==> src/rtl/calc_pkg.sv <==
// Shared key codes and FSM state type for the calculator keypad entry logic.
package calc_pkg;

   localparam logic [3:0] KEY_MAIS    = 4'hA;
   localparam logic [3:0] KEY_IGUAL   = 4'hB;
   localparam logic [3:0] KEY_CLR     = 4'hC;
   localparam logic [3:0] KEY_MAX_DIG = 4'h9;

   typedef enum logic [2:0] {
      ESP_A = 3'd0,
      TEM_A = 3'd1,
      ESP_B = 3'd2,
      TEM_B = 3'd3,
      FIM   = 3'd4
   } estado_t;

   function automatic logic eh_digito(input logic [3:0] code);
      return code <= KEY_MAX_DIG;
   endfunction

endpackage

==> src/rtl/deb_tecla.sv <==
// Key debounce and press lock: one accept pulse after DEB_CYCLES identical samples,
// then locked (busy) until key_valid is seen low.
module deb_tecla #(
   parameter int DEB_CYCLES = 4
) (
   input  logic       clk_i,
   input  logic       rst_n_i,
   input  logic       key_valid_i,
   input  logic [3:0] key_code_i,
   output logic       accept_o,
   output logic [3:0] code_o,
   output logic       busy_o
);

   localparam logic [3:0] CNT_ULT = 4'(DEB_CYCLES - 1);
   localparam logic [3:0] CNT_MAX = 4'(DEB_CYCLES);

   logic [3:0] cnt_q, cnt_d;
   logic [3:0] code_q, code_d;
   logic       lock_q, lock_d;
   logic       acc_q, acc_d;

   always_comb begin
      cnt_d  = cnt_q;
      code_d = code_q;
      lock_d = lock_q;
      acc_d  = 1'b0;
      if (!key_valid_i) begin
         cnt_d  = '0;
         lock_d = 1'b0;
      end else if (lock_q) begin
         // held after acceptance: counter stays saturated, code changes ignored
         cnt_d = cnt_q;
      end else if (cnt_q == '0 || key_code_i != code_q) begin
         code_d = key_code_i;
         cnt_d  = 4'd1;
      end else if (cnt_q == CNT_ULT) begin
         cnt_d  = CNT_MAX;
         acc_d  = 1'b1;
         lock_d = 1'b1;
      end else begin
         cnt_d = cnt_q + 4'd1;
      end
   end

   always_ff @(posedge clk_i) begin
      if (!rst_n_i) begin
         cnt_q  <= '0;
         code_q <= '0;
         lock_q <= 1'b0;
         acc_q  <= 1'b0;
      end else begin
         cnt_q  <= cnt_d;
         code_q <= code_d;
         lock_q <= lock_d;
         acc_q  <= acc_d;
      end
   end

   assign accept_o = acc_q;
   assign code_o   = code_q;
   assign busy_o   = lock_q;

endmodule

==> src/rtl/entrada_calc.sv <==
// Calculator keypad entry: debounced keys drive a five-state operand/operator FSM.
// Outputs change one edge after the debounce accept pulse.
module entrada_calc
   import calc_pkg::*;
#(
   parameter int DEB_CYCLES = 4
) (
   input  logic       CLK,
   input  logic       reset,
   input  logic       key_valid,
   input  logic [3:0] key_code,
   output logic [3:0] D,
   output logic       sel,
   output logic       soma,
   output logic       clr,
   output logic       busy
);

   logic       acc;
   logic [3:0] acc_code;

   estado_t    state_q, state_d;
   logic [3:0] d_q, d_d;
   logic       sel_q, sel_d;
   logic       soma_q, soma_d;
   logic       clr_q, clr_d;

   deb_tecla #(.DEB_CYCLES(DEB_CYCLES)) u_deb (
      .clk_i      (CLK),
      .rst_n_i    (reset),
      .key_valid_i(key_valid),
      .key_code_i (key_code),
      .accept_o   (acc),
      .code_o     (acc_code),
      .busy_o     (busy)
   );

   always_ff @(posedge CLK) begin
      if (!reset) begin
         state_q <= ESP_A;
         d_q     <= '0;
         sel_q   <= 1'b0;
         soma_q  <= 1'b0;
         clr_q   <= 1'b0;
      end else begin
         state_q <= state_d;
         d_q     <= d_d;
         sel_q   <= sel_d;
         soma_q  <= soma_d;
         clr_q   <= clr_d;
      end
   end

   always_comb begin
      state_d = state_q;
      d_d     = d_q;
      sel_d   = sel_q;
      soma_d  = 1'b0;
      clr_d   = 1'b0;
      if (acc) begin
         if (acc_code == KEY_CLR) begin
            clr_d   = 1'b1;
            d_d     = '0;
            sel_d   = 1'b0;
            state_d = ESP_A;
         end else begin
            // keys not handled in the current state fall through unchanged
            unique case (state_q)
               ESP_A: if (eh_digito(acc_code)) begin
                  d_d     = acc_code;
                  sel_d   = 1'b0;
                  state_d = TEM_A;
               end
               TEM_A: if (eh_digito(acc_code)) begin
                  d_d = acc_code;
               end else if (acc_code == KEY_MAIS) begin
                  sel_d   = 1'b1;
                  state_d = ESP_B;
               end
               ESP_B: if (eh_digito(acc_code)) begin
                  d_d     = acc_code;
                  state_d = TEM_B;
               end
               TEM_B: if (eh_digito(acc_code)) begin
                  d_d = acc_code;
               end else if (acc_code == KEY_IGUAL) begin
                  soma_d  = 1'b1;
                  state_d = FIM;
               end
               FIM: if (eh_digito(acc_code)) begin
                  d_d     = acc_code;
                  sel_d   = 1'b0;
                  state_d = TEM_A;
               end
               default: state_d = ESP_A;
            endcase
         end
      end
   end

   assign D    = d_q;
   assign sel  = sel_q;
   assign soma = soma_q;
   assign clr  = clr_q;

endmodule

==> config.mk <==
export PLATFORM = sky130hd
export DESIGN_NAME = entrada_calc
export DESIGN_NICKNAME = d
export VERILOG_FILES = /design/src/rtl/calc_pkg.sv /design/src/rtl/deb_tecla.sv /design/src/rtl/entrada_calc.sv
export SDC_FILE = /design/constraint.sdc
export NUM_CORES = 1
export LEC_CHECK = 0
export CAP_MARGIN = 20
export CELL_PAD_IN_SITES_DETAIL_PLACEMENT = 0
export CELL_PAD_IN_SITES_GLOBAL_PLACEMENT = 1
export CORE_MARGIN = 4
export CORE_UTILIZATION = 46
export CTS_CLUSTER_DIAMETER = 150
export CTS_CLUSTER_SIZE = 16
export DETAILED_ROUTE_END_ITERATION = 6
export GPL_TIMING_DRIVEN = 0
export MAX_ROUTING_LAYER = met4
export PLACE_DENSITY_LB_ADDON = 0.1
export SYNTH_ARGS = -nofsm -noshare
export SYNTH_HDL_FRONTEND = slang
export SYNTH_SLANG_ARGS = --single-unit
==> constraint.sdc <==
create_clock -name CLK -period 3 [get_ports CLK]
set_input_delay 0.3 -clock CLK [delete_from_list [all_inputs] [get_ports CLK]]
set_output_delay 0.3 -clock CLK [all_outputs]
set_load 0.03 [all_outputs]
== After elaboration in Yosys (flattened, before gate mapping) ==
Cells that the tools add are included.

* Output and inout bits: 8
* Bits in registers: 20
* Word-level logic and storage cells: 70
* Bits of input ports: 7

* Eq/ne operators: 15
* Reductions and logical operators: 16
* Muxes and demuxes: 23
* Bitwise gates (word level): 5
* $add $sub $neg: 1
* Order comparisons: 1

{| class="wikitable"
|+ Operator list
! operator !! count
|-
| $mux 3 || 7
|-
| $mux 4 || 5
|-
| $ne 3x3->1 const B || 5
|-
| $eq 4x4->1 const B || 3
|-
| $pmux 3 s4 || 1
|-
| $reduce_or 5->1 || 2
|-
| $mux 1 || 9
|-
| $reduce_and 7->1 || 1
|-
| $eq 3x2->1 const B || 2
|-
| $reduce_and 3->1 || 2
|-
| $not 1->1 || 5
|-
| $reduce_and 5->1 || 1
|-
| $add 4x1->4 const B || 1
|-
| $eq 4x2->1 const B || 1
|-
| $le 4x4->1 const B || 1
|-
| $logic_not 4->1 || 1
|-
| $ne 4x4->1 || 1
|-
| $reduce_and 2->1 || 2
|-
| $reduce_bool 2->1 || 2
|-
| $eq 3x1->1 const B || 1
|-
| $eq 3x3->1 const B || 1
|-
| $logic_not 3->1 || 1
|-
| $ne 3x1->1 const B || 1
|-
| $reduce_bool 3->1 || 1
|-
| 4 further kinds || 4
|}

== Longest topological paths before layout ==
* Depth after elaboration: 5
* Depth in mapped cells: 6

== Hierarchy ==
A second synthesis with hierarchy kept.

* Cells, all modules: 114
* Area total of the unflattened synthesis: 1056.0 µm²

{| class="wikitable"
|+ By module, submodules not included
! module !! times used !! area each (µm²) !! cells an instance !! sequential area each (µm²)
|-
| entrada_calc || 1 || 555.5 || 60 || 200.2
|-
| deb_tecla || 1 || 500.5 || 54 || 200.2
|}

== Least setup slack after synthesis ==
Ideal clock, no wire load.

* Kind: register -> register
* Start point: register u_deb.cnt_q[0]
* End point: register u_deb.code_q[2], in the netlist u_deb.code_o[2]
* Period minus slack after synthesis: 1419 ps
* Data arrival time: 1299 ps
* Cell stages (with the launch flop): 7
* Path slack: 1581 ps
* Path buffers: 0
* Cell sequence: dfxtp_1 > inv_1 > ha_1 > inv_1 > nor3_1 > nor3_1 > a211o_2

* Longest elaborated chain between the ends: 3

{| class="wikitable"
|+ Ends and longest elaborated chain
! item !! line !! RTL
|-
| start: declaration || deb_tecla.sv:18 || <nowiki>logic [3:0] cnt_q, cnt_d;</nowiki>
|-
| start signal: assignment || deb_tecla.sv:53 || <nowiki>cnt_q <= cnt_d;</nowiki>
|-
| $logic_not 4->1 || deb_tecla.sv:34 || <nowiki>end else if (cnt_q == '0 || key_code_i != code_q) begin</nowiki>
|-
| $logic_or 1x1->1 || deb_tecla.sv:34 ||
|-
| $reduce_and 3->1 (no line) || -- ||
|-
| end signal: assignment || deb_tecla.sv:54 || <nowiki>code_q <= code_d;</nowiki>
|-
| end: declaration || deb_tecla.sv:19 || <nowiki>logic [3:0] code_q, code_d;</nowiki>
|}

No other way between the ends.
A chain may end at the register's enable or synchronous reset.

== Worst setup path in the final report ==
* Start point: register u_deb.cnt_q[0]
* End point: register u_deb.code_q[3], in the netlist u_deb.code_o[3]

The elaborated chain is that of the path after synthesis.

==> impl_results.md <==
* Chip Width at 61.47 µm
* Num CTS Buffers at 3
* Vias at 1035
* Critical path buffers and inverters at 2
* Switching share of power at 24.32%
* Outcome: complete, no violations
* Top_reg_cell synth: dfxtp_1
* Post-Route WL at 2632 µm
* Port bufs at 14
* Total negative setup slack at 0 ps
* # hold bufs at CTS at 0
* Syn Inst Count at 137
* Initial antenna violation count at 0
* Post-layout instance area at 0.001546 mm²
* Top-area cell type share of the netlist area at 30.45%
* Remaining Overflow, GRT at 0
* Reg power frac at 45.3%
* Largest cells by area after synthesis: dfxtp_1 (30%), xnor2_4 (8.4%), nand2_1 (5.1%)
* Peak per-stage delay on the critical path at 520 ps
* DIE AREA at 0.003778 mm²
* Slew headroom at 54.69%
* Via density at 5.565
* H-tree depth at 1
* Count of pins over their slew limit at 0
* Drt drc at 0
* Diodes inserted at 0
* Initial core utilization at 48.10%
* Share of cells above drive strength 1 at 20.00%
* Cell Area, Placed at 0.001494 mm²
* Post-CTS Setup Bufs at 0
* Largest fanout on the critical path at 6
* Top delay family on crit path: simple AND/OR/NAND/NOR gates
* Worst skew pair latency at 310 ps
* #FFs+latches synth at 20
* Final setup fails at 0
* Final Cycle Share at 57.29%
* Int Pwr at 0.4562 mW
* WP data arrival at 1930 ps
* Yosys warning total at 0
* Leak pwr at 0.5643 nW
* First-pass GRT wire length at 4464 µm
* Final min period at 1719 ps
* Post-synth top area cell: dfxtp_1
* Die Ht at 61.47 µm
* PD cells at 389.8 mW/mm²
* Layout fillers at 259
* CTS Sinks at 20
* Critical path startpoint category: register
* Post-Syn Area at 0.001315 mm²
* Fmax at 581.8 MHz
* Element type at the critical path end: register
* Crit-path cells: inv_1, ha_1, inv_1, nor3_1, nor3_1, a211o_2
* Worst VDD drop at 0.0002706 V
* EDFF count, synth at 0
* Max-Cap Viols at 0
* Area delta synth->final at 17.60%
* Net count after synthesis at 146
* Number of routed nets with antenna violations at 0
* Unrepaired setup endpoints after global routing: no
* Cell with the most instances after synthesis: dfxtp_1
* RePlAce Congestion at 0.8657
* Largest net degree at the start of global routing at 13
* Least-Margin Pin Slew at 674.5 ps
* Clock root cell: clkbuf_4
* Core area at 0.002734 mm²
* I/O Pins at 15
* Multi-input logic area at 819.5 µm²
* Clock Power Share at 37.6%
* Max Buffers Root-to-Sink at 2
* Nets at 165
* Type of the worst setup path: reg2reg
* Global Route Usage Sum at 16.76%
* Post-DP HPWL at 1907 µm
* Required @ worst endpoint at 3210 ps
* Clock Skew at 6.150 ps
* 1st-iter DRT viols at 50
* Top cells by count, synth: dfxtp_1 (20), nand2_1 (18), mux2i_1 (6), nand3_1 (6)
* CTS tree: done
* Distinct cell type count after synthesis at 46
* Cell Rows at 19
* Placed Cells at 182
* Worst Hold Class: reg2reg
* Design Power at 0.6028 mW
* Asr flop ratio synth at 0%
* Post-synthesis sequential area ratio at 30.45%
* Clock transition at the registers of the reported paths at 120 ps
* Final hold violations at 0
* Vias in the first global route at 1007
* Comb pwr share at 17.1%
* Drt pass-1 iters at 4
* WL/cell at 14.15 µm
* Post-cts resize count at 0
* Core Util, Final at 56.57%
* Non-filler cells, final at 186
* Switching Power at 0.1466 mW
* Sequential cell area at 400.4 µm²
* Critical-path top delay cell: nor3_1
* Mean Syn Cell Area at 9.599 µm²
-- layout make-up --
type	count	share of cell area [%]
inverter	4	0.9709
multi-input combinational	101	52.99
sequential	20	25.89
buffer	12	5.178
clock inverter	1	1.942
tap	31	2.508
timing repair buffer	14	9.061
clock buffer	3	1.456
-- cell usage in the layout, fill, tap and decap left out, types with 2 or more instances in the layout --
master            n
o2bb2ai_1         3
and2_1            2
a211o_2           2
ha_1              2
nor3_1            4
nor2_1            5
a21oi_1           5
nand3b_1          5
dfxtp_1          20
xnor2_4           4
a41o_1            2
nand3_1           6
inv_1             4
nor2b_1           5
clkdlybuf4s50_1  14
nor4_2            2
mux2i_1           6
nand2_1          18
buf_2             4
o21ai_0           4
clkbuf_4          3
buf_6             4
and3_1            2
clkbuf_1          4
-- state kept, by name, summed over array words and instances (netlist names) --
| register | cells |
|---|---|
| D | 4 |
| u_deb.cnt_q | 4 |
| u_deb.code_o | 4 |
| state_q | 3 |
| clr | 1 |
| sel | 1 |
| soma | 1 |
| u_deb.accept_o | 1 |
| u_deb.busy_o | 1 |
-- cell families after synthesis --
logic type / after synthesis / synth area share [%]
xor+xnor: 6 / 9.706
compound gates: 30 / 18.75
mux: 6 / 4.567
buf+inv: 16 / 7.230
flops: 20 / 30.45
fa+ha+maj: 2 / 1.903
simple gates: 57 / 27.40
-- worst paths after layout --
kind | slack (ps) | from | cells past startpoint | to
max | 1280 | u_deb.cnt_q[0] | 6 | u_deb.code_o[3]
min reg2reg | 470 | D[2] | 2 | D[2]
max reg2reg | 1280 | u_deb.cnt_q[0] | 6 | u_deb.code_o[3]
min | 470 | D[2] | 2 | D[2]
-- worst reg2reg max path: cells and delay by family, from the launching register on --
family,cells,cell delay [ps]
simple gates,2,640
fa+ha+maj,1,160
flops,1,350
compound gates,1,330
buf+inv,2,160
-- layer usage --
metal  wire length, µm  track usage (%)
met5                 0                -
met4                33            7.879
met3                97            2.516
met2              1235            25.98
met1              1266            21.35
-- power groups by stage --
stage	logic [mW]	clock network [mW]	registers, mW
after floorplan	0.0790	0	0.279
after global placement	0.102	0	0.279
after detailed placement	0.104	0	0.279
after CTS	0.104	0.233	0.273
after global routing	0.112	0.241	0.274
final	0.103	0.227	0.273
-- metrics by stage --
step	setup slack, ps	hold slack, ps
2_1_floorplan	1581	469.5
3_3_place_gp	1157	447.4
3_5_place_dp	1097	450.2
4_1_cts	1313	477.0
5_1_grt	1168	498.9
6_report	1281	472.8
Power figures use the tool's default switching activity.
